**src/rtl/uart_cnt_reporter.sv**
```systemverilog
// Reports a 14-bit counter snapshot over UART TX as "DDDD\r\n" (8N1, LSB first).
// Sequencer, baud divider and serializer share one FSM so every bit is exactly DIV clocks.
`timescale 1ns/1ps
module uart_cnt_reporter #(
   parameter int CLK_HZ = 100_000_000,
   parameter int BAUD   = 9600
) (
   input  logic        clk,
   input  logic        reset,
   input  logic [13:0] i_digit,
   input  logic        i_send,
   output logic        o_tx,
   output logic        o_busy,
   output logic        o_done
);
   localparam int DIV = CLK_HZ / BAUD;
   localparam int CW  = $clog2(DIV);

   typedef enum logic [1:0] {S_IDLE, S_START, S_DATA, S_STOP} state_t;

   state_t        state_q;
   logic [CW-1:0] baud_q;
   logic [2:0]    bit_q;
   logic [2:0]    char_q;
   logic [13:0]   snap_q;
   logic          tx_q;
   logic          busy_q;
   logic          done_q;
   logic [7:0]    cur_byte;
   logic          bit_end;

   assign bit_end = (baud_q == CW'(DIV - 1));

   // Snapshot is already saturated, so each digit is a plain decimal extraction.
   always_comb begin
      cur_byte = 8'h0A;
      case (char_q)
         3'd0:    cur_byte = 8'h30 + 8'(snap_q / 14'd1000);
         3'd1:    cur_byte = 8'h30 + 8'((snap_q / 14'd100) % 14'd10);
         3'd2:    cur_byte = 8'h30 + 8'((snap_q / 14'd10) % 14'd10);
         3'd3:    cur_byte = 8'h30 + 8'(snap_q % 14'd10);
         3'd4:    cur_byte = 8'h0D;
         default: cur_byte = 8'h0A;
      endcase
   end

   always_ff @(posedge clk or negedge reset) begin
      if (!reset) begin
         state_q <= S_IDLE;
         baud_q  <= '0;
         bit_q   <= 3'd0;
         char_q  <= 3'd0;
         snap_q  <= 14'd0;
         tx_q    <= 1'b1;
         busy_q  <= 1'b0;
         done_q  <= 1'b0;
      end else begin
         done_q <= 1'b0;
         case (state_q)
            S_IDLE: begin
               if (i_send) begin
                  snap_q  <= (i_digit >= 14'd10000) ? 14'd9999 : i_digit;
                  char_q  <= 3'd0;
                  baud_q  <= '0;
                  tx_q    <= 1'b0;
                  busy_q  <= 1'b1;
                  state_q <= S_START;
               end
            end
            S_START: begin
               if (bit_end) begin
                  baud_q  <= '0;
                  bit_q   <= 3'd0;
                  tx_q    <= cur_byte[0];
                  state_q <= S_DATA;
               end else begin
                  baud_q <= baud_q + CW'(1);
               end
            end
            S_DATA: begin
               if (bit_end) begin
                  baud_q <= '0;
                  if (bit_q == 3'd7) begin
                     tx_q    <= 1'b1;
                     state_q <= S_STOP;
                  end else begin
                     bit_q <= bit_q + 3'd1;
                     tx_q  <= cur_byte[bit_q + 3'd1];
                  end
               end else begin
                  baud_q <= baud_q + CW'(1);
               end
            end
            S_STOP: begin
               if (bit_end) begin
                  baud_q <= '0;
                  if (char_q == 3'd5) begin
                     busy_q  <= 1'b0;
                     done_q  <= 1'b1;
                     state_q <= S_IDLE;
                  end else begin
                     char_q  <= char_q + 3'd1;
                     tx_q    <= 1'b0;
                     state_q <= S_START;
                  end
               end else begin
                  baud_q <= baud_q + CW'(1);
               end
            end
            default: state_q <= S_IDLE;
         endcase
      end
   end

   assign o_tx   = tx_q;
   assign o_busy = busy_q;
   assign o_done = done_q;
endmodule

```
**config.mk**
```make
export PLATFORM = sky130hd
export DESIGN_NAME = uart_cnt_reporter
export DESIGN_NICKNAME = d
export VERILOG_FILES = /design/src/rtl/uart_cnt_reporter.sv
export SDC_FILE = /design/constraint.sdc
export NUM_CORES = 1
export LEC_CHECK = 0
export CORE_UTILIZATION = 45
export DETAILED_ROUTE_END_ITERATION = 7
export GPL_ROUTABILITY_DRIVEN = 0
export GPL_TIMING_DRIVEN = 0
export PLACE_DENSITY = 0.61
export RECOVER_POWER = 50
export SKIP_CTS_REPAIR_TIMING = 1
export SLEW_MARGIN = 10
export SYNTH_ARGS = -nofsm -noshare
export SYNTH_HDL_FRONTEND = slang
export SYNTH_SLANG_ARGS = --single-unit
```
**constraint.sdc**
```tcl
create_clock -name clk -period 8.85 [get_ports clk]
set_input_delay 2.655 -clock clk [delete_from_list [all_inputs] [get_ports clk]]
set_output_delay 2.655 -clock clk [all_outputs]
set_load 0.02 [all_outputs]
```
==> results.toml <==
[synth]
ys_seq_area_share_pct = 13.39
synth_top_area_share_pct = 13.03
avgSynthCellArea_um2 = 7.113
ys_seq_elements = 39
netlist_instances = 1026
synth_area_leaders = "dfrtp_1, nand2_1, nor2_1, ha_1, a21oi_1"
synth_edf_count = 0
yosys_most_used_dff = "dfrtp_1"
synth.largest_area_cell = "dfrtp_1"
netlist_area_um2 = 7298
yosysUniqueCellTypes = 118
yosys_warnings = 0
synth_nets = 1067
ys_async_sr_fraction_pct = 100.0

[clock_network]
cts-root-buf = "clkbuf_16"
htreeDepth = 2
clock-sinks = 39
cts_made_buffers = 5
insertion_delay_ns = 0.28
cts_tree = "done"
path_clk_slew_ns = 0.06
cts_buffer_depth = 2

[finish]
antenna_cells = 0
drive_gt1_share_pct = 10.62
syn_to_final_growth_pct = 9.103
nFillCells = 1680
layout.nets = 1095

[global_route]
grt_max_degree = 27
grt-ovfl-total = 0
grt.total_usage_pct = 28.56
antenna_found_initial = 0
grt_pass1_wl_um = 38500
grt_pass1_vias = 7370

[timing]
tightest_slew_ns = 1.436
finalHoldViolCount = 0
min_period_ns = 8.148
rsz0062_at_grt = "no"
relSlewSlack_pct = 4.256
setup_viol = 0
drv_slew = 0
timing.final.crit_share_pct = 92.07
fin_tns_setup_ns = 0
max_freq_ghz = 0.1227
fin_skew_ns = 0.005834

[worst_setup_path]
critPathKind = "reg -> reg"
cp_max_fo = 10
critPathRequiredTime_ns = 9.05
cpPeakStageDelay_ns = 0.59
crit_path_end_kind = "flip-flop"
arrival_ns = 8.35
rr_worst_depth = 36
reg2reg_from = "snap_q[11]"
r2r-end = "o_tx"
slowest_stage = "nor4_2"
startpoint_type = "flip-flop"
ff2ff_setup_slack_ns = 0.70

[floorplan]
die_w_um = 129.4
fp.dieH_um = 129.4
initial_utilization_pct = 45.94
rows = 46
io_pins = 20
die-area_um2 = 16730
core-area_um2 = 15890

[detailed_routing]
ant_nets = 0
drt_pre_antenna_iters = 5
totalWireLength_um = 23660
drtIter0Drc = 943
viasPerCell = 6.447
vias = 8194
drc = 0
wl_per_cell_um = 18.62

[place]
dp_hpwl_um = 18190
io_buffers = 19

[run]
cap_violations = 0

[outcome]
status = "finished clean"

[hold_path]
min_path_type = "reg -> reg"
min_to = "baud_q[0]"
min_from = "baud_q[0]"
hold_depth = 1
==> layout by cell type, fill, tap and decap left out, types with 13 or more instances in the layout <==
cell	Yosys	routed
o21ai_0	53	53
nand2_1	120	120
nor2b_1	13	13
nand3_1	37	37
clkbuf_1	28	29
clkdlybuf4s50_1	0	18
inv_1	32	32
o211ai_1	20	20
nor2_1	109	109
dfrtp_1	38	38
a21oi_1	58	58
o21ai_1	15	14
a31oi_1	15	15
nand4_1	19	19
nor3_1	31	30
ha_1	24	24
buf_2	24	24
xnor2_1	30	30
==> registers in the layout (all words and copies together), names as in the netlist <==
| signal | cells |
|---|---|
| snap_q | 14 |
| baud_q | 14 |
| o_tx | 1 |
| o_busy | 1 |
| char_q | 3 |
| state_q | 2 |
| o_done | 1 |
| bit_q | 3 |
==> per-stage QoR <==
step                      area, um2  hold WS, ns  utilization [%]  std cells  setup WS [ns]
after floorplan                7298       0.4757                -       1026          2.139
after global routing           7963       0.5673            50.13       1271        0.02707
after CTS                      7958       0.5317            50.09       1271         0.2747
after global placement         7759       0.5040            48.84       1261         0.2942
after detailed placement       7786       0.5260            49.02       1263         0.3492
final                          7963       0.5371            50.13       1271         0.7019
==> final cells by class <==
| class | instances | area, um2 | share of cell area [%] |
|---|---|---|---|
| multi-input combinational | 880 | 5863 | 73.63 |
| sequential | 39 | 977.2 | 12.27 |
| buffer | 72 | 354.1 | 4.447 |
| tap | 216 | 270.3 | 3.394 |
| timing repair buffer | 21 | 195.2 | 2.451 |
| inverter | 35 | 131.4 | 1.650 |
| clock buffer | 5 | 125.1 | 1.571 |
| clock inverter | 3 | 46.29 | 0.5814 |
==> cell usage after synthesis, types with 15 or more instances <==
library cell	n
a21oi_1	58
a31oi_1	15
buf_2	24
clkbuf_1	28
dfrtp_1	38
ha_1	24
inv_1	32
nand2_1	120
nand3_1	37
nand4_1	19
nor2_1	109
nor3_1	31
o211ai_1	20
o21ai_0	53
o21ai_1	15
xnor2_1	30
==> worst max-delay path by stage <==
stage / from / end / slack [ns] / cells after the start
6_report: snap_q[11] / o_tx / 0.70 / 36
5_1_grt: snap_q[10] / o_tx / 0.03 / 36
4_1_cts: snap_q[8] / o_tx / 0.27 / 33
3_5_place_dp: snap_q[8] / o_tx / 0.35 / 33
3_3_place_gp: snap_q[8] / o_tx / 0.29 / 33
2_1_floorplan: snap_q[8] / o_tx / 2.14 / 35
==> cells by family (layout without fill, tap and decap cells) <==
group / after synthesis / in the layout / share of synthesized area, %
simple gates: 424 / 424 / 28.75
compound gates: 369 / 369 / 38.80
flops: 39 / 39 / 13.39
buf+inv: 107 / 136 / 6.635
mux: 15 / 15 / 2.280
fa+ha+maj: 29 / 29 / 4.800
xor+xnor: 43 / 43 / 5.349
==> critical path, delay by kind of cell, from the launching register on <==
kind,cells,cell delay [ns]
AO/OA/AOI/OAI,12,3.28
AND/OR/NAND/NOR,11,2.10
buffers and inverters,7,1.11
adder cells (fa/ha/maj),3,0.73
flip-flops,1,0.40
XOR/XNOR,2,0.32
multiplexers,1,0.12
==> per-layer routing <==
layer | vias up | wire length, um | GRT usage [%] | part of all wire, %
met5 | - | 0 | 0 | 0
met4 | 0 | 721 | 10.03 | 3.0
met3 | 51 | 1402 | 2.271 | 5.9
met2 | 346 | 10680 | 46.02 | 45
met1 | 3826 | 10860 | 39.98 | 46
li1 | 3971 | - | - | -
Power is left out: the tool's default activity adds up to more than one toggle a clock period on the data nets, which glitch-free logic cannot reach.
